## config.mk

```make
export PLATFORM = sky130hd
export DESIGN_NAME = xram_slot_arbiter_flat
export DESIGN_NICKNAME = d
export VERILOG_FILES = /design/src/rtl/xram_slot_arbiter_pkg.sv /design/src/rtl/xram_slot_arbiter_if.sv /design/src/rtl/xram_slot_arbiter_rr_arb2.sv /design/src/rtl/xram_slot_arbiter.sv /design/src/flat_wrapper.sv
export SDC_FILE = /design/constraint.sdc
export NUM_CORES = 1
export LEC_CHECK = 0
export CAP_MARGIN = 30
export CELL_PAD_IN_SITES_DETAIL_PLACEMENT = 2
export CELL_PAD_IN_SITES_GLOBAL_PLACEMENT = 2
export CORE_MARGIN = 2
export CORE_UTILIZATION = 19
export CTS_CLUSTER_SIZE = 10
export DETAILED_ROUTE_END_ITERATION = 12
export HOLD_SLACK_MARGIN = 0.1
export PLACE_DENSITY_LB_ADDON = 0.1
export SYNTH_ARGS = -nofsm -noshare
export SYNTH_HDL_FRONTEND = slang
export SYNTH_SLANG_ARGS = --single-unit
```

## constraint.sdc

```tcl
create_clock -name CLKx4 -period 2.5 [get_ports CLKx4]
set_input_delay 0.5 -clock CLKx4 [delete_from_list [all_inputs] [get_ports CLKx4]]
set_output_delay 0.5 -clock CLKx4 [all_outputs]
set_load 0.01 [all_outputs]
```

## src/rtl/xram_slot_arbiter_pkg.sv

```systemverilog
// Shared widths, phase numbering and requester ids for the XRAM aux-slot arbiter.
package xram_pkg;

  localparam int XRAM_AW = 19;
  localparam int XRAM_DW = 8;

  localparam logic [1:0] PH_SLOT0 = 2'd0;
  localparam logic [1:0] PH_SLOT1 = 2'd1;
  localparam logic [1:0] PH_GIGA0 = 2'd2;
  localparam logic [1:0] PH_GIGA1 = 2'd3;

  typedef enum logic [1:0] {
    REQ_NONE  = 2'd0,
    REQ_VIDEO = 2'd1,
    REQ_DMA   = 2'd2,
    REQ_AUDIO = 2'd3
  } req_id_t;

endpackage

```

## src/rtl/xram_slot_arbiter_if.sv

```systemverilog
// Requester / SRAM-slot bundle between the three requesters, the pin logic and the arbiter.
interface xram_slot_arbiter_if;

  logic                         SYNC;
  logic                         VREQ;
  logic [xram_pkg::XRAM_AW-1:0] VADDR;
  logic                         DREQ;
  logic                         DWE;
  logic [xram_pkg::XRAM_AW-1:0] DADDR;
  logic [xram_pkg::XRAM_DW-1:0] DWDATA;
  logic                         AREQ;
  logic [xram_pkg::XRAM_AW-1:0] AADDR;
  logic [xram_pkg::XRAM_DW-1:0] RD_IN;

  logic                         SLOT_ACT;
  logic [xram_pkg::XRAM_AW-1:0] SLOT_ADDR;
  logic                         SLOT_WE;
  logic [xram_pkg::XRAM_DW-1:0] SLOT_WDATA;
  logic                         VGNT;
  logic                         DGNT;
  logic                         AGNT;
  logic [xram_pkg::XRAM_DW-1:0] RDATA;
  logic                         VVALID;
  logic                         DVALID;
  logic                         AVALID;

  modport master (
    output SYNC, VREQ, VADDR, DREQ, DWE, DADDR, DWDATA, AREQ, AADDR, RD_IN,
    input  SLOT_ACT, SLOT_ADDR, SLOT_WE, SLOT_WDATA, VGNT, DGNT, AGNT,
           RDATA, VVALID, DVALID, AVALID
  );

  modport slave (
    input  SYNC, VREQ, VADDR, DREQ, DWE, DADDR, DWDATA, AREQ, AADDR, RD_IN,
    output SLOT_ACT, SLOT_ADDR, SLOT_WE, SLOT_WDATA, VGNT, DGNT, AGNT,
           RDATA, VVALID, DVALID, AVALID
  );

endinterface

```

## src/rtl/xram_slot_arbiter_rr_arb2.sv

```systemverilog
// Two-way round-robin between DMA and audio; last_audio_reg remembers which one won last.
module rr_arb2 (
  input  logic clk,
  input  logic srst,
  input  logic dreq,
  input  logic areq,
  input  logic update,
  output logic dgnt,
  output logic agnt
);

  logic last_audio_reg;

  always_comb begin
    dgnt = dreq && (!areq || last_audio_reg);
    agnt = areq && (!dreq || !last_audio_reg);
  end

  // Reset to "audio won last" so the DMA gets the first contested slot.
  always_ff @(posedge clk) begin
    if (srst) begin
      last_audio_reg <= 1'b1;
    end else if (update && (dgnt || agnt)) begin
      last_audio_reg <= agnt;
    end
  end

endmodule

```

## src/rtl/xram_slot_arbiter.sv

```systemverilog
// Aux SRAM slot arbiter: video > round-robin(DMA, audio) in phases 0/1 of each Gigatron cycle.
// DMA writes are honoured only when XRAM_DMA_WRITE_EN is defined.
module xram_slot_arbiter
  import xram_pkg::*;
(
  input  logic              CLKx4,
  input  logic              RST,
  xram_slot_arbiter_if.slave bus
);

  logic [1:0]         ph_reg;
  logic [1:0]         ph_next;
  logic               arb_edge;
  req_id_t            owner_reg;
  req_id_t            winner;
  logic               owner_we_reg;
  logic               dma_we;
  logic               rr_dgnt;
  logic               rr_agnt;
  logic [XRAM_AW-1:0] slot_addr_reg;
  logic [XRAM_DW-1:0] slot_wdata_reg;
  logic [XRAM_DW-1:0] slot_wdata_next;
  logic [XRAM_DW-1:0] rdata_reg;
  logic [2:0]         gnt;
  logic [2:0]         valid_reg;

  assign ph_next  = bus.SYNC ? PH_SLOT0 : ph_reg + 2'd1;
  assign arb_edge = !(ph_next == PH_GIGA0 || ph_next == PH_GIGA1);

`ifdef XRAM_DMA_WRITE_EN
  assign dma_we          = bus.DWE;
  assign slot_wdata_next = (winner == REQ_DMA) ? bus.DWDATA : '0;
`else
  logic unused_dma_write;
  assign unused_dma_write = bus.DWE ^ (^bus.DWDATA);
  assign dma_we           = 1'b0;
  assign slot_wdata_next  = '0;
`endif

  rr_arb2 u_rr (
    .clk    (CLKx4),
    .srst   (RST),
    .dreq   (bus.DREQ),
    .areq   (bus.AREQ),
    .update (arb_edge && !bus.VREQ),
    .dgnt   (rr_dgnt),
    .agnt   (rr_agnt)
  );

  always_comb begin
    winner = REQ_NONE;
    if (arb_edge) begin
      if (bus.VREQ) begin
        winner = REQ_VIDEO;
      end else if (rr_dgnt) begin
        winner = REQ_DMA;
      end else if (rr_agnt) begin
        winner = REQ_AUDIO;
      end
    end
  end

  // owner_reg is the slot in flight; its completion is handled on the following edge.
  always_ff @(posedge CLKx4) begin
    if (RST) begin
      ph_reg         <= PH_GIGA0;
      owner_reg      <= REQ_NONE;
      owner_we_reg   <= 1'b0;
      slot_addr_reg  <= '0;
      slot_wdata_reg <= '0;
      rdata_reg      <= '0;
    end else begin
      ph_reg         <= ph_next;
      owner_reg      <= winner;
      owner_we_reg   <= (winner == REQ_DMA) && dma_we;
      slot_wdata_reg <= slot_wdata_next;
      if (owner_reg != REQ_NONE && !owner_we_reg) begin
        rdata_reg <= bus.RD_IN;
      end
      case (winner)
        REQ_VIDEO: slot_addr_reg <= bus.VADDR;
        REQ_DMA:   slot_addr_reg <= bus.DADDR;
        REQ_AUDIO: slot_addr_reg <= bus.AADDR;
        default:   slot_addr_reg <= slot_addr_reg;
      endcase
    end
  end

  // Bit 0 = video, 1 = DMA, 2 = audio, matching the enum values 1..3.
  genvar gi;
  generate
    for (gi = 0; gi < 3; gi++) begin : g_req
      localparam req_id_t ID = req_id_t'(2'(gi + 1));
      assign gnt[gi] = (owner_reg == ID);
      always_ff @(posedge CLKx4) begin
        if (RST) begin
          valid_reg[gi] <= 1'b0;
        end else begin
          valid_reg[gi] <= (owner_reg == ID);
        end
      end
    end
  endgenerate

  assign bus.SLOT_ACT   = (owner_reg != REQ_NONE);
  assign bus.SLOT_WE    = owner_we_reg;
  assign bus.SLOT_ADDR  = slot_addr_reg;
  assign bus.SLOT_WDATA = slot_wdata_reg;
  assign bus.VGNT       = gnt[0];
  assign bus.DGNT       = gnt[1];
  assign bus.AGNT       = gnt[2];
  assign bus.RDATA      = rdata_reg;
  assign bus.VVALID     = valid_reg[0];
  assign bus.DVALID     = valid_reg[1];
  assign bus.AVALID     = valid_reg[2];

endmodule

```

## src/flat_wrapper.sv

```systemverilog
// flat-port wrapper written by rule: the top's interface ports become plain ports
module xram_slot_arbiter_flat import xram_pkg::*;
  (CLKx4, RST, bus_SYNC, bus_VREQ, bus_VADDR, bus_DREQ, bus_DWE, bus_DADDR, bus_DWDATA, bus_AREQ, bus_AADDR, bus_RD_IN, bus_SLOT_ACT, bus_SLOT_ADDR, bus_SLOT_WE, bus_SLOT_WDATA, bus_VGNT, bus_DGNT, bus_AGNT, bus_RDATA, bus_VVALID, bus_DVALID, bus_AVALID);
  xram_slot_arbiter_if bus_i ();
  input  logic CLKx4;
  input  logic RST;
  input wire logic [$bits(bus_i.SYNC)-1:0] bus_SYNC;
  input wire logic [$bits(bus_i.VREQ)-1:0] bus_VREQ;
  input wire logic [$bits(bus_i.VADDR)-1:0] bus_VADDR;
  input wire logic [$bits(bus_i.DREQ)-1:0] bus_DREQ;
  input wire logic [$bits(bus_i.DWE)-1:0] bus_DWE;
  input wire logic [$bits(bus_i.DADDR)-1:0] bus_DADDR;
  input wire logic [$bits(bus_i.DWDATA)-1:0] bus_DWDATA;
  input wire logic [$bits(bus_i.AREQ)-1:0] bus_AREQ;
  input wire logic [$bits(bus_i.AADDR)-1:0] bus_AADDR;
  input wire logic [$bits(bus_i.RD_IN)-1:0] bus_RD_IN;
  output wire logic [$bits(bus_i.SLOT_ACT)-1:0] bus_SLOT_ACT;
  output wire logic [$bits(bus_i.SLOT_ADDR)-1:0] bus_SLOT_ADDR;
  output wire logic [$bits(bus_i.SLOT_WE)-1:0] bus_SLOT_WE;
  output wire logic [$bits(bus_i.SLOT_WDATA)-1:0] bus_SLOT_WDATA;
  output wire logic [$bits(bus_i.VGNT)-1:0] bus_VGNT;
  output wire logic [$bits(bus_i.DGNT)-1:0] bus_DGNT;
  output wire logic [$bits(bus_i.AGNT)-1:0] bus_AGNT;
  output wire logic [$bits(bus_i.RDATA)-1:0] bus_RDATA;
  output wire logic [$bits(bus_i.VVALID)-1:0] bus_VVALID;
  output wire logic [$bits(bus_i.DVALID)-1:0] bus_DVALID;
  output wire logic [$bits(bus_i.AVALID)-1:0] bus_AVALID;
  assign bus_i.SYNC = bus_SYNC;
  assign bus_i.VREQ = bus_VREQ;
  assign bus_i.VADDR = bus_VADDR;
  assign bus_i.DREQ = bus_DREQ;
  assign bus_i.DWE = bus_DWE;
  assign bus_i.DADDR = bus_DADDR;
  assign bus_i.DWDATA = bus_DWDATA;
  assign bus_i.AREQ = bus_AREQ;
  assign bus_i.AADDR = bus_AADDR;
  assign bus_i.RD_IN = bus_RD_IN;
  assign bus_SLOT_ACT = bus_i.SLOT_ACT;
  assign bus_SLOT_ADDR = bus_i.SLOT_ADDR;
  assign bus_SLOT_WE = bus_i.SLOT_WE;
  assign bus_SLOT_WDATA = bus_i.SLOT_WDATA;
  assign bus_VGNT = bus_i.VGNT;
  assign bus_DGNT = bus_i.DGNT;
  assign bus_AGNT = bus_i.AGNT;
  assign bus_RDATA = bus_i.RDATA;
  assign bus_VVALID = bus_i.VVALID;
  assign bus_DVALID = bus_i.DVALID;
  assign bus_AVALID = bus_i.AVALID;
  xram_slot_arbiter u_core (.CLKx4(CLKx4), .RST(RST), .bus(bus_i));
endmodule
```

### Word level (Yosys, flattened, before mapping)

Cells that the tools add are included.
Widths: inputs -> output; s select.

* input bits: 80
* register bits after elaboration: 35
* logic and storage cells: 38

* add/sub/neg operators: 1
* equality and inequality tests: 8
* multiplexer cells: 6
* reduce and logical (&&, ||, !) cells: 15

Operators with widths (count)
* $pmux 19 s3: 1
* $eq 2x2->1 const B: 6
* $mux 2: 5
* $logic_not 1->1: 5
* $eq 2x1->1 const B: 2
* $logic_and 1x1->1: 4
* $logic_or 1x1->1: 4
* $reduce_bool 3->1: 1
* $add 2x1->2 const B: 1
* $reduce_bool 2->1: 1

### Longest topological paths before layout

Gate-level depths: netlist (run 1).

* depth after elaboration: 9
* gate-level depth with buffers: 6
* mapped depth without buffers: 4

### Hierarchy

From an unflattened synthesis (run 1), not the netlist that was laid out.

* cell total of the unflattened synthesis: 230
* area total of the unflattened synthesis: 2114.5 um^2

Modules (own cells, without submodules)
* xram_slot_arbiter: cells an instance 223, seq. area each 680.7 um^2, times used 1, area each 2053.2 um^2
* rr_arb2: cells an instance 7, seq. area each 20.0 um^2, times used 1, area each 61.3 um^2

### Least setup slack after synthesis (run 1)

OpenSTA, ideal clock, no wires.

* kind: input port to flip-flop
* from: input bus_VREQ
* to: register u_core.slot_addr_reg[10], in the netlist u_core.bus.SLOT_ADDR[10]
* required time: 2.409 ns
* data arrival time: 1.313 ns
* stages: 5
* library setup time: 0.091 ns
* path slack: 1.096 ns
* path through: buf_4 nor3_4 a21oi_2 buf_6 a311oi_1

* longest elaborated chain between the ends: 4
* elaborated cells between the ends (all ways): 7
* those cells by class: 3 x eq/ne; 3 x mux; 1 x reduce/logical

RTL lines
* start: declaration: RTL line flat_wrapper.sv:8 `input wire logic [$bits(bus_i.VREQ)-1:0] bus_VREQ;`
* $mux 2 (*): RTL line xram_slot_arbiter.sv:53 `if (bus.VREQ) begin`
* $mux 2 (*): RTL line xram_slot_arbiter.sv:52 `if (arb_edge) begin`
* $eq 2x2->1 (tied with other cells): RTL line xram_slot_arbiter.sv:80 `case (winner)`
* $pmux 19 s3 / $reduce_bool 3->1 (equally long branches)
* end signal: assignment: RTL line xram_slot_arbiter.sv:81 `REQ_VIDEO: slot_addr_reg <= bus.VADDR;`
* end signal: assignment: RTL line xram_slot_arbiter.sv:82 `REQ_DMA: slot_addr_reg <= bus.DADDR;`
* end signal: assignment: RTL line xram_slot_arbiter.sv:83 `REQ_AUDIO: slot_addr_reg <= bus.AADDR;`
* end: declaration: RTL line xram_slot_arbiter.sv:20 `logic [XRAM_AW-1:0] slot_addr_reg;`

Mark *: on every way between the ends. The rest lies on a longest branch, timed or not.
A chain may end at the register's enable or synchronous reset.

### Worst setup path after layout (run 1)

* from: register u_core.owner_reg[0]
* to: output bus_SLOT_ACT

* longest elaborated chain between the ends: 1

RTL lines
* start: declaration: RTL line xram_slot_arbiter.sv:14 `req_id_t owner_reg;`
* start signal: assignment: RTL line xram_slot_arbiter.sv:74 `owner_reg <= winner;`
* $reduce_bool 2->1: RTL line xram_slot_arbiter.sv:105 `assign bus.SLOT_ACT = (owner_reg != REQ_NONE);`
* end: declaration: RTL line flat_wrapper.sv:17 `output wire logic [$bits(bus_i.SLOT_ACT)-1:0] bus_SLOT_ACT;`

Every way passes these cells.

==> impl_metrics.py, run 1 <==
metrics = {
    "status": {
        "status": "finished clean",
    },
    "layout": {
        "drive_gt1_share_pct": 9.48,
        "areaGrowthSynthToFinish_pct": 68.1,
        "fin_cells": 417,
        "fill_cells": 1012,
        "nets": 385,
        "largest_reg_flops": 19,
        "diodes": 0,
    },
    "logic_synthesis": {
        "synth_cell_types": 32,
        "ys_top_cells_by_area": "dfxtp_1, a311oi_1, a32oi_1",
        "synthesis.area_sq_um": 1750,
        "yosysMostFrequentCell": "dfxtp_1",
        "async_flop_share_pct": 0,
        "synth_cells": 198,
        "synth-main-ff-cell": "dfxtp_1",
        "avgSynthCellArea_sq_um": 8.83,
        "synth_seq_cells": 35,
        "synthTopCellsByCount": "dfxtp_1, nand2_1, nor2_1",
        "synth_largest_type_area_fraction_pct": 40.1,
        "synth-edff-count": 0,
        "yosysSeqAreaShare_pct": 40.1,
        "post-synth-top-area-cell": "dfxtp_1",
        "ys_warn_count": 0,
    },
    "setup_path": {
        "endpoint_kind": "output port",
        "crit_end": "bus_SLOT_ACT",
        "critPathRequiredTime_ns": 2.00,
        "timing.rr.start": "u_core.ph_reg[0]$_SDFF_PP0_",
        "r2r_cells": 5,
        "crit_type": "reg -> out",
        "cp.arrival_ns": 1.58,
        "start_kind": "flip-flop",
        "startpoint": "u_core.owner_reg[0]$_SDFF_PP0_",
        "r2r_end": "u_core.bus.SLOT_ADDR[11]$_SDFFE_PP0P_",
        "cp_max_fo": 9,
        "r2r_slack_ns": 1.10,
    },
    "grt": {
        "grt_max_degree": 31,
        "overflow": 0,
        "grt.total_usage_pct": 12.9,
        "grt_pass1_wl_microns": 9980,
        "grt_pass1_vias": 1936,
        "antenna_found_initial": 0,
    },
    "placement": {
        "place_congestion": 0.673,
        "hpwl_microns": 4910,
        "dpl.cell_count": 409,
        "io_buffers": 104,
    },
    "sta": {
        "hold_viol": 0,
        "tns_ns": 0,
        "fin_skew_ns": 0.0107,
        "setup_viol": 0,
        "rsz0062_at_grt": "no",
        "holdWs_ns": 0.456,
        "timing.final.crit_share_pct": 83.2,
        "post-route-min-period_ns": 2.08,
        "slew_violations": 0,
        "fmax_mhz": 481,
    },
    "cts": {
        "cts_resized": 0,
        "clockBufferDepth": 2,
        "clock_sinks": 35,
        "cts_setup_buffers": 0,
        "htreeDepth": 2,
        "hold_buffers": 0,
        "cts_tree": "yes",
        "cts-root-buf": "clkbuf_8",
        "cts_buffers": 5,
        "clkTransAtPathRegs_ns": 0.08,
        "clk-insertion-delay-late_ns": 0.29,
    },
    "floorplanning": {
        "core.rowCount": 35,
        "die_h_microns": 100,
        "die_w_microns": 100,
        "initial_core_util_pct": 19.3,
        "fp.dieArea_sq_um": 9990,
        "ios": 123,
        "core-area_sq_um": 9060,
    },
    "detailed_routing": {
        "num_vias": 1879,
        "vias_per_cell": 4.51,
        "ant_nets": 0,
        "wire_per_inst_microns": 15.4,
        "routed_wl_microns": 6440,
        "drc": 0,
        "firstDrtPassIters": 4,
        "drt_iter0_markers": 39,
    },
    "power_and_ir_drop": {
        "p_switching_w": 0.000434,
        "p_leak_nw": 1.11,
        "clkPwrFrac_pct": 27.6,
        "irDropWorstVdd_mv": 0.165,
        "p_total_w": 0.00149,
        "p_per_area_nw_per_um2": 506,
        "seqPwrFrac_pct": 42.6,
        "comb_power_share_pct": 29.8,
        "p_int_w": 0.00105,
        "p_sw_share_pct": 29.2,
    },
    "min_path": {
        "hold_class": "reg -> reg",
    },
    "run": {
        "drv_cap": 0,
    },
}
-- critical path: stages, from the launching register on --
cell and delay (ns):
dfxtp_1 0.36, nor2_2 0.14, clkinv_1 0.23, clkdlybuf4s50_1 0.56
-- area by class of cell --
class | count | area, sq um | area share (%)
Timing Repair Buffer | 117 | 1150 | 39.1
Tap cell | 111 | 139 | 4.72
Sequential cell | 35 | 701 | 23.8
Multi-Input combinational cell | 142 | 850 | 28.9
Clock buffer | 6 | 72.6 | 2.47
Inverter | 4 | 15.0 | 0.511
Clock inverter | 2 | 12.5 | 0.426
-- cell usage in the layout, fill, tap and decap left out, types with 2 or more instances in the layout --
| cell type | Yosys | routed |
|---|---|---|
| and3_2 | 4 | 4 |
| o211ai_1 | 4 | 4 |
| inv_1 | 3 | 3 |
| dfxtp_1 | 35 | 35 |
| and2_1 | 3 | 3 |
| a21oi_1 | 14 | 14 |
| clkdlybuf4s50_1 | 0 | 104 |
| nor2b_1 | 3 | 3 |
| buf_4 | 11 | 12 |
| conb_1 | 1 | 9 |
| clkbuf_8 | 1 | 5 |
| o21ai_0 | 4 | 4 |
| nor2_1 | 17 | 17 |
| mux2i_1 | 4 | 4 |
| a311oi_1 | 15 | 15 |
| nand2_1 | 24 | 24 |
| nor3_1 | 2 | 2 |
| nand3_1 | 15 | 15 |
| a32oi_1 | 15 | 15 |
-- power groups by stage --
stage	Clock, W	Combinational, W	Sequential [W]
floorplan	0	0.000183	0.000667
global placement	0	0.000446	0.000646
detailed placement	0	0.000452	0.000649
CTS	0.000435	0.000453	0.000636
global route	0.000459	0.000490	0.000643
finish	0.000411	0.000444	0.000634
-- metrics by stage --
stage	cell area (sq um)	util (%)	worst slack (ns)
after floorplan	1780	-	1.10
after global placement	2860	31.5	0.335
after detailed placement	2860	31.5	0.251
after CTS	2940	32.4	0.364
after global routing	2940	32.4	0.280
final	2940	32.4	0.421
-- kinds of logic after synthesis --
family / Yosys count / synth area share, %
compound gates: 55 / 23.5
xor+xnor: 1 / 0.501
buf+inv: 29 / 13.1
flops: 35 / 40.1
mux: 4 / 2.29
other cells: 1 / 0.214
simple gates: 73 / 20.4
-- worst min path at each step --
stage,from,slack (ns),cells after the start,end
3_3_place_gp,u_core.ph_reg[0]$_SDFF_PP0_,0.43,1,u_core.ph_reg[0]$_SDFF_PP0_
4_1_cts,u_core.bus.RDATA[4]$_SDFFE_PP0P_,0.46,2,u_core.bus.RDATA[4]$_SDFFE_PP0P_
2_1_floorplan,u_core.ph_reg[0]$_SDFF_PP0_,0.42,1,u_core.ph_reg[0]$_SDFF_PP0_
5_1_grt,u_core.bus.RDATA[4]$_SDFFE_PP0P_,0.49,2,u_core.bus.RDATA[4]$_SDFFE_PP0P_
6_report,u_core.bus.RDATA[4]$_SDFFE_PP0P_,0.46,2,u_core.bus.RDATA[4]$_SDFFE_PP0P_
3_5_place_dp,u_core.bus.RDATA[4]$_SDFFE_PP0P_,0.45,2,u_core.bus.RDATA[4]$_SDFFE_PP0P_
-- layer usage --
| layer | global-route usage [%] | up-vias | wire (microns) | part of all wire, % |
|---|---|---|---|---|
| li1 | - | 920 | - | - |
| met1 | 17.2 | 880 | 3010 | 47 |
| met2 | 21.3 | 73 | 2960 | 46 |
| met3 | 2.72 | 6 | 385 | 6.0 |
| met4 | 3.79 | 0 | 82 | 1.3 |
| met5 | 0 | - | 0 | 0 |
No activity file was read; power rests on OpenSTA's default activity.
==> inputs of run 2 (changes only) <==
--- a/config.mk
+++ b/config.mk
@@ -9,7 +9,7 @@
 export CELL_PAD_IN_SITES_DETAIL_PLACEMENT = 2
 export CELL_PAD_IN_SITES_GLOBAL_PLACEMENT = 2
 export CORE_MARGIN = 2
-export CORE_UTILIZATION = 19
+export CORE_UTILIZATION = 16
 export CTS_CLUSTER_SIZE = 10
 export DETAILED_ROUTE_END_ITERATION = 12
 export HOLD_SLACK_MARGIN = 0.1
==> constraint.sdc (replaced) <==
create_clock -name CLKx4 -period 1.9 [get_ports CLKx4]
set_input_delay 0.38 -clock CLKx4 [delete_from_list [all_inputs] [get_ports CLKx4]]
set_output_delay 0.38 -clock CLKx4 [all_outputs]
set_load 0.01 [all_outputs]
==> run 2 against run 1 <==
Hold slack lost 0.0089 ns. First-iteration DRC count increased by 28%. Clock skew fell by 0.0051 ns. Critical path depth down 1. Total power up 53%. Count of clock-buffer cells in the layout down 1. Cell count increased by 7.2%. Worst setup slack lost 0.30 ns. Cell area up 5.4%. Non-clock buffer count is 1 higher. Via count rose by 0.16%. Die area increased by 18%.
==> impl_metrics.py, run 2 (synthesis results as in run 1) <==
metrics = {
    "layout": {
        "final_common_cell": "clkdlybuf4s50_1",
        "fin_util_pct": 28.8,
        "final_cell_mix": "clkdlybuf4s50_1, dfxtp_1, nand2_1",
        "diodes": 0,
        "largest_reg_flops": 19,
        "fin_cells": 447,
        "drive_gt1_share_pct": 10.4,
        "nets": 386,
        "areaGrowthSynthToFinish_pct": 77.2,
    },
    "min_path": {
        "min_to": "u_core.ph_reg[0]$_SDFF_PP0_",
        "hold_class": "reg -> reg",
        "hold_path_depth": 1,
        "hp-start": "u_core.ph_reg[0]$_SDFF_PP0_",
    },
    "setup_path": {
        "endpoint_kind": "output port",
        "r2r_end": "u_core.bus.SLOT_ADDR[7]$_SDFFE_PP0P_",
        "cp.arrival_ns": 1.40,
        "timing.rr.start": "u_core.ph_reg[0]$_SDFF_PP0_",
        "critPathRequiredTime_ns": 1.52,
        "crit_type": "reg -> out",
        "cp_max_fo": 6,
        "start_kind": "flip-flop",
        "r2r_cells": 5,
        "r2r_slack_ns": 0.53,
    },
    "floorplanning": {
        "die_h_microns": 109,
        "ios": 123,
        "fp.dieArea_sq_um": 11800,
        "die_w_microns": 109,
        "core.rowCount": 38,
        "initial_core_util_pct": 16.3,
        "core-area_sq_um": 10700,
    },
    "run": {
        "drv_cap": 0,
    },
    "detailed_routing": {
        "drc": 0,
        "wire_per_inst_microns": 15.1,
        "ant_nets": 0,
        "vias_per_cell": 4.21,
        "routed_wl_microns": 6730,
        "firstDrtPassIters": 2,
        "num_vias": 1882,
        "drt_iter0_markers": 50,
    },
    "sta": {
        "fin_skew_ns": 0.00565,
        "post-route-min-period_ns": 1.78,
        "hold_viol": 0,
        "timing.final.crit_share_pct": 93.7,
        "setup_viol": 0,
        "rsz0062_at_grt": "no",
        "holdWs_ns": 0.447,
        "fmax_mhz": 562,
        "slew_violations": 0,
    },
    "grt": {
        "grt.total_usage_pct": 11.3,
        "grt_max_degree": 31,
        "grt_pass1_vias": 1924,
        "antenna_found_initial": 0,
        "overflow": 0,
        "grt_pass1_wl_microns": 10100,
    },
    "status": {
        "status": "finished clean",
    },
    "cts": {
        "cts_buffers": 5,
        "clockBufferDepth": 2,
        "clk-insertion-delay-late_ns": 0.29,
        "cts_resized": 0,
        "clkTransAtPathRegs_ns": 0.08,
        "cts_tree": "yes",
        "htreeDepth": 2,
        "cts-root-buf": "clkbuf_8",
        "clock_sinks": 35,
        "hold_buffers": 0,
        "cts_setup_buffers": 0,
    },
    "power_and_ir_drop": {
        "irDropWorstVdd_mv": 0.228,
        "p_per_area_nw_per_um2": 734,
        "p_leak_nw": 1.16,
        "p_total_w": 0.00227,
    },
    "placement": {
        "hpwl_microns": 5090,
        "dpl.cell_count": 439,
        "io_buffers": 104,
        "place_congestion": 0.632,
    },
}
==> run 2: cell types whose count changed in the layout (fill, tap and decap cells not counted), sizes merged <==
cell / change
bufinv: +2
buf: +1
clkinv: -1
clkbuf: -1
==> run 2: worst max-delay path by stage <==
stage,startpoint,endpoint,slack [ns],cells after the start
after global placement,bus_AREQ,u_core.bus.SLOT_ADDR[14]$_SDFFE_PP0P_,-0.02,5
after detailed placement,bus_VREQ,u_core.bus.SLOT_ADDR[7]$_SDFFE_PP0P_,-0.07,7
after global routing,u_core.owner_reg[0]$_SDFF_PP0_,bus_VGNT,0.002,2
after floorplan,bus_VREQ,u_core.bus.SLOT_ADDR[10]$_SDFFE_PP0P_,0.62,5
final,u_core.owner_reg[1]$_SDFF_PP0_,bus_DGNT,0.12,2
after CTS,u_core.owner_reg[0]$_SDFF_PP0_,bus_VGNT,0.01,2
==> run 2: cell type report <==
| cell class | count | area [sq um] |
|---|---|---|
| fill | 1237 | 7650 |
| timing repair buffer | 118 | 1220 |
| multi-input combinational | 142 | 850 |
| sequential | 35 | 702 |
| tap | 140 | 175 |
| clock buffer | 5 | 68.8 |
| clock inverter | 3 | 67.6 |
| inverter | 4 | 15.0 |
==> run 2: report_power, final <==
| group | leakage (nW) | internal, W | switching, W |
|---|---|---|---|
| Sequential | 0.290 | 0.000800 | 0.0000349 |
| Combinational | 0.806 | 0.000349 | 0.000256 |
| Clock | 0.0644 | 0.000524 | 0.000309 |
==> run 2: layer usage <==
layer / up-vias / track usage, % / routed length [microns]
met4: 0 / 3.57 / 95
met1: 888 / 13.3 / 2820
met5: - / 0 / 0
met3: 6 / 2.41 / 382
li1: 925 / - / -
met2: 63 / 20.2 / 3430
==> run 2: critical path, cell delays in order (launching register included) <==
cell             delay [ns]
dfxtp_1                0.41
nor2b_1                0.16
clkdlybuf4s50_1        0.54
==> run 2: stage by stage <==
stage | setup TNS (ns) | setup slack (ns) | instance area, sq um
2_1_floorplan | 0 | 0.616 | 1780
3_3_place_gp | -0.0789 | -0.0190 | 2960
3_5_place_dp | -0.485 | -0.0681 | 2960
4_1_cts | 0 | 0.0112 | 3100
5_1_grt | 0 | 0.00238 | 3100
6_report | 0 | 0.120 | 3100
